[config.mk]
export PLATFORM = sky130hd
export DESIGN_NAME = if_fetch_unit
export DESIGN_NICKNAME = d
export VERILOG_FILES = /design/src/rtl/if_fetch_unit.sv
export SDC_FILE = /design/constraint.sdc
export NUM_CORES = 1
export LEC_CHECK = 0
export ABC_AREA = 1
export BUFFER_PORTS_ARGS = -buffer_cell sky130_fd_sc_hd__buf_2
export CAP_MARGIN = 20
export CORE_MARGIN = 3
export CORE_UTILIZATION = 40
export CTS_BUF_LIST = sky130_fd_sc_hd__clkbuf_4 sky130_fd_sc_hd__clkbuf_8 sky130_fd_sc_hd__clkbuf_16
export DETAILED_ROUTE_END_ITERATION = 6
export PLACE_DENSITY = 0.66
export SETUP_SLACK_MARGIN = 0.1
export SYNTH_ARGS = -nofsm -noshare
export SYNTH_HDL_FRONTEND = slang
export SYNTH_SLANG_ARGS = --single-unit
[constraint.sdc]
create_clock -name clk -period 4.67 [get_ports clk]
set_input_delay 0.2335 -clock clk [delete_from_list [all_inputs] [get_ports clk]]
set_output_delay 0.2335 -clock clk [all_outputs]
set_load 0.03 [all_outputs]
[src/rtl/if_fetch_unit.sv]
// Instruction-fetch stage: owns the PC, issues word reads to the synchronous
// instruction memory and feeds IF/ID through a 2-entry queue that rides out stalls.
module if_fetch_unit #(
  parameter int unsigned     PC_W     = 12,
  parameter int unsigned     INSN_W   = 32,
  parameter logic [PC_W-1:0] RESET_PC = '0
) (
  input  logic              clk,
  input  logic              rst_n,
  output logic              imem_req,
  output logic [PC_W-1:0]   imem_addr,
  input  logic [INSN_W-1:0] imem_rdata,
  input  logic              go,
  input  logic              redirect,
  input  logic [PC_W-1:0]   redirect_pc,
  output logic [PC_W-1:0]   pc_4,
  output logic [INSN_W-1:0] instruction,
  output logic              clear
);

  typedef struct packed {
    logic [PC_W-1:0]   pc_4;
    logic [INSN_W-1:0] insn;
  } entry_t;

  localparam logic [PC_W-1:0] WORD = PC_W'(4);

  logic [PC_W-1:0] pc;
  logic [PC_W-1:0] inflight_pc;
  logic            inflight;
  entry_t          fifo [2];
  logic            rd_ptr;
  logic            wr_ptr;
  logic [1:0]      count;
  logic            pop;
  logic            push;
  logic [2:0]      credit_used;

  // With count limited to 0..2 the tail slot is rd_ptr advanced by count, mod 2.
  assign wr_ptr = rd_ptr ^ count[0];

  // NOTE: every output of this block gets a default first, so no path leaves
  // a signal unassigned and no latch is inferred.
  always_comb begin
    clear       = 1'b1;
    pc_4        = '0;
    instruction = '0;
    if (count != 2'd0 && !redirect) begin
      clear       = 1'b0;
      pc_4        = fifo[rd_ptr].pc_4;
      instruction = fifo[rd_ptr].insn;
    end
  end

  assign pop  = go && !clear;
  assign push = inflight && !redirect;

  // Slots already promised (buffered + in flight) after this cycle's pop.
  assign credit_used = {1'b0, count} + {2'b00, inflight} - {2'b00, pop};

  // Gated by rst_n so no request is seen while the stage is held in reset.
  assign imem_req  = rst_n && (redirect || credit_used < 3'd2);
  assign imem_addr = redirect ? {redirect_pc[PC_W-1:2], 2'b00} : pc;

  // NOTE: sequential state is updated with non-blocking assignments so every
  // register samples the pre-edge values of its neighbours.
  always_ff @(posedge clk or negedge rst_n) begin
    if (!rst_n) begin
      pc          <= RESET_PC;
      inflight    <= 1'b0;
      inflight_pc <= RESET_PC;
      rd_ptr      <= 1'b0;
      count       <= 2'd0;
    end else begin
      inflight <= imem_req;
      if (imem_req) begin
        pc          <= imem_addr + WORD;
        inflight_pc <= imem_addr;
      end
      if (redirect) begin
        count  <= 2'd0;
        rd_ptr <= 1'b0;
      end else begin
        count <= count + {1'b0, push} - {1'b0, pop};
        if (pop) rd_ptr <= ~rd_ptr;
      end
    end
  end

  // NOTE: queue storage is deliberately not reset; count alone decides which
  // slots hold valid data, so stale contents are never presented.
  always_ff @(posedge clk) begin
    if (push) fifo[wr_ptr] <= '{pc_4: inflight_pc + WORD, insn: imem_rdata};
  end

endmodule

==> results.toml <==
[timing]
fin_skew_ps = 9.37
slew_viol_final = 0
rsz0062_at_grt = "no"
fin_crit_ps = 2900
relSlewSlack_pct = 40.2
fin_crit_sh_pct = 62.2
final.setup.tns_ps = 0
tightest_slew_ps = 895
max_freq_mhz = 344
finalHoldViolCount = 0
setup_viol = 0
worst_hold_slack_ps = 14.5

[global_routing]
grt_remaining_overflow = 0
grt_pass1_wl_mm = 16.8
first_global_vias = 3535
gr-usage-all-layers_pct = 14.9
antenna_found_initial = 1
grt_max_degree = 47

[critical_path]
regToRegSetupSlack_ps = 2040
crit_chain = "o21ai_2, nor2_2, inv_1, nand2_1, nand2_1, nand2_1, fa_1, nand2_1, inv_1, nand3_2, nand2_4, buf_2"
required_ps = 4440
crit_family = "simple AND/OR/NAND/NOR gates"
worst-path-buf-inv = 3
slowest_stage = "fa_1"
start_kind = "flop"
crit_end = "imem_req"
reg2reg_to = "pc[10]$_DFFE_PN0P_"
rr_worst_depth = 15
crit_start = "count[1]$_DFF_PN0_"
path_depth = 12
cp_common_cell = "nand2_1"
crit_arrival_ps = 2670
crit_fanout = 20
timing.rr.start = "count[1]$_DFF_PN0_"
crit_type = "reg -> out"
end_kind = "output pin"
cp_slowest_stage_delay_ps = 500

[cts]
root_buffer = "clkbuf_16"
cts_resized = 0
cts.sinks = 114
clk_pin_slew_worst_paths_ps = 50
cts_made_buffers = 17
clockBufferDepth = 2
clk-insertion-delay-late_ps = 410
cts_tree = "yes"
htreeDepth = 4
ctsHoldBuffers = 7
post_cts_buffers = 0

[layout]
fin_nets = 637
n_antenna_cell = 0
syn2layout_area_growth_pct = 27.1
layout-drive-gt1-share_pct = 35.3

[drt]
wirelength_mm = 10.0
first_iter_violations = 248
via_count = 3489
ant_nets = 0
viasPerCell = 4.53
drcViolationCount = 0
wl_per_cell_microns = 13.0
dr.pass1.iters = 4

[yosys]
syn_nets = 512
yosysUniqueCellTypes = 31
synth_area_sq_um = 5200
synth_warnings = 0
netlist_instances = 460
synth_area_leaders = "edfxtp_1 51%, dfrtp_1 13%, mux2_2 9.5%"
synth_top_area_share_pct = 50.8
syn_avg_cell_area_sq_um = 11.3
ys_ff_latch = 114
ys_seq_area_share_pct = 63.3
yosys.area.top_type = "edfxtp_1"

[die]
die_x_microns = 120
die_h_microns = 120
dieArea_sq_um = 14400
core-area_sq_um = 12700
start_util_pct = 41.1
ios = 106
placement_rows = 41

[run]
cap_violations = 0

[power]
leakage_nw = 3.13
power_density_nw_per_um2 = 614
ir_worst_vdd_uv = 269

[min_path]
worstHoldPathType = "in -> reg"
hold_depth = 1

[place]
io_buffer_count = 103
dp_hpwl_mm = 6.66
gp_congestion = 0.852

[outcome]
status = "complete, no violations"
layout by cell type, fill, tap and decap left out:
master and instances:
a21oi_1 6, a31oi_1 2, buf_2 103, buf_4 3
bufinv_16 2, clkbuf_16 17, clkbuf_4 2, clkbuf_8 3
clkinv_2 4, clkinvlp_4 4, dfrtp_1 25, dfrtp_2 1
dlygate4sd3_1 15, edfxtp_1 88, fa_1 1, ha_1 3
inv_1 74, inv_2 5, inv_6 1, mux2_2 44
nand2_1 111, nand2_2 10, nand2_4 1, nand3_1 16
nand3_2 2, nor2_1 26, nor2_2 2, nor2_4 3
o21a_1 1, o21ai_0 7, o21ai_2 2, o21ai_4 1
o31ai_2 1, or2_1 1, xnor2_1 1, xor2_1 10
sequential cells by signal, summed over array words and instances (netlist names):
register     cells
count            2
fifo            88
inflight         1
inflight_pc     10
pc              12
rd_ptr           1
synthesized netlist by cell type:
| master | n |
|---|---|
| o21ai_2 | 2 |
| mux2_2 | 44 |
| o21a_1 | 1 |
| xnor2_1 | 1 |
| fa_1 | 1 |
| inv_2 | 5 |
| o21ai_0 | 7 |
| nor2_4 | 1 |
| nand2_4 | 1 |
| nand2_2 | 10 |
| or2_1 | 1 |
| o31ai_2 | 1 |
| nand3_1 | 16 |
| buf_6 | 2 |
| edfxtp_1 | 88 |
| inv_1 | 74 |
| a31oi_1 | 2 |
| ha_1 | 3 |
| o21ai_4 | 1 |
| nor2_2 | 2 |
| dfrtp_1 | 26 |
| buf_4 | 1 |
| xor2_1 | 10 |
| inv_6 | 1 |
| buf_8 | 1 |
| clkbuf_1 | 1 |
| nor2_1 | 28 |
| a21oi_1 | 6 |
| nand3_2 | 2 |
| nand2_1 | 111 |
| buf_2 | 10 |
layer usage:
metal	track usage [%]	up-vias	routed length (microns)
li1	-	1738	-
met1	17.7	1647	4480
met2	24.7	85	4770
met3	5.61	17	600
met4	5.58	2	173
met5	0	-	11
through the flow:
step | utilization, % | std cells | power (mW) | area, sq um | setup slack [ps]
finish | 52.2 | 770 | 4.06 | 6620 | 1770
global route | 52.2 | 770 | 4.31 | 6620 | 1590
CTS | 51.6 | 762 | 4.11 | 6540 | 1730
detailed placement | 46.4 | 723 | 2.82 | 5870 | 1900
global placement | 46.4 | 723 | 2.78 | 5870 | 1980
floorplan | - | 460 | 2.51 | 5200 | 1430
worst min path at each step:
stage                    from                    end  slack [ps]
2_1_floorplan           rst_n     count[0]$_DFF_PN0_         -60
3_5_place_dp            rst_n      pc[5]$_DFFE_PN0P_         290
4_1_cts        imem_rdata[26]  fifo[1][26]$_DFFE_PP_        0.05
3_3_place_gp            rst_n      pc[5]$_DFFE_PN0P_         290
5_1_grt         imem_rdata[1]   fifo[0][1]$_DFFE_PP_         0.8
6_report        imem_rdata[8]   fifo[0][8]$_DFFE_PP_          10
cell families (layout without fill, tap and decap cells):
logic type	after synthesis	count (layout)	share of synthesized area, %
AO/OA/AOI/OAI	20	20	2.52
XOR/XNOR	11	11	1.85
buffers and inverters	95	233	7.77
multiplexers	44	44	9.52
AND/OR/NAND/NOR	172	172	13.9
adder cells (fa/ha/maj)	4	4	1.11
flip-flops	114	114	63.3
power by group:
group	internal, mW	switching [mW]
registers	1.44	0.104
clock network	0.833	0.429
logic	0.426	0.828
total	2.70	1.36
cell type report:
type                    instances  area, sq um
fillers                      1140         6050
clock inverters                10          110
repair buffers                121          688
clock buffers                  22          482
well taps                     172          215
flip-flops and latches        114         3290
inverters                      80          305
multi-input cells             251         1520
worst register-to-register path, stage by stage (launching register included):
cell     delay (ps)
dfrtp_1         460
o21ai_2         240
nor2_2           70
inv_1           100
nand2_1          60
nand2_1          60
nand2_1          70
fa_1            500
nand2_1          70
inv_1            90
nand3_2         100
nand2_4         210
inv_2           200
nor2_1          210
nand2_1          80
nand3_1          70
Note: power is estimated with default switching activity, not from simulation.
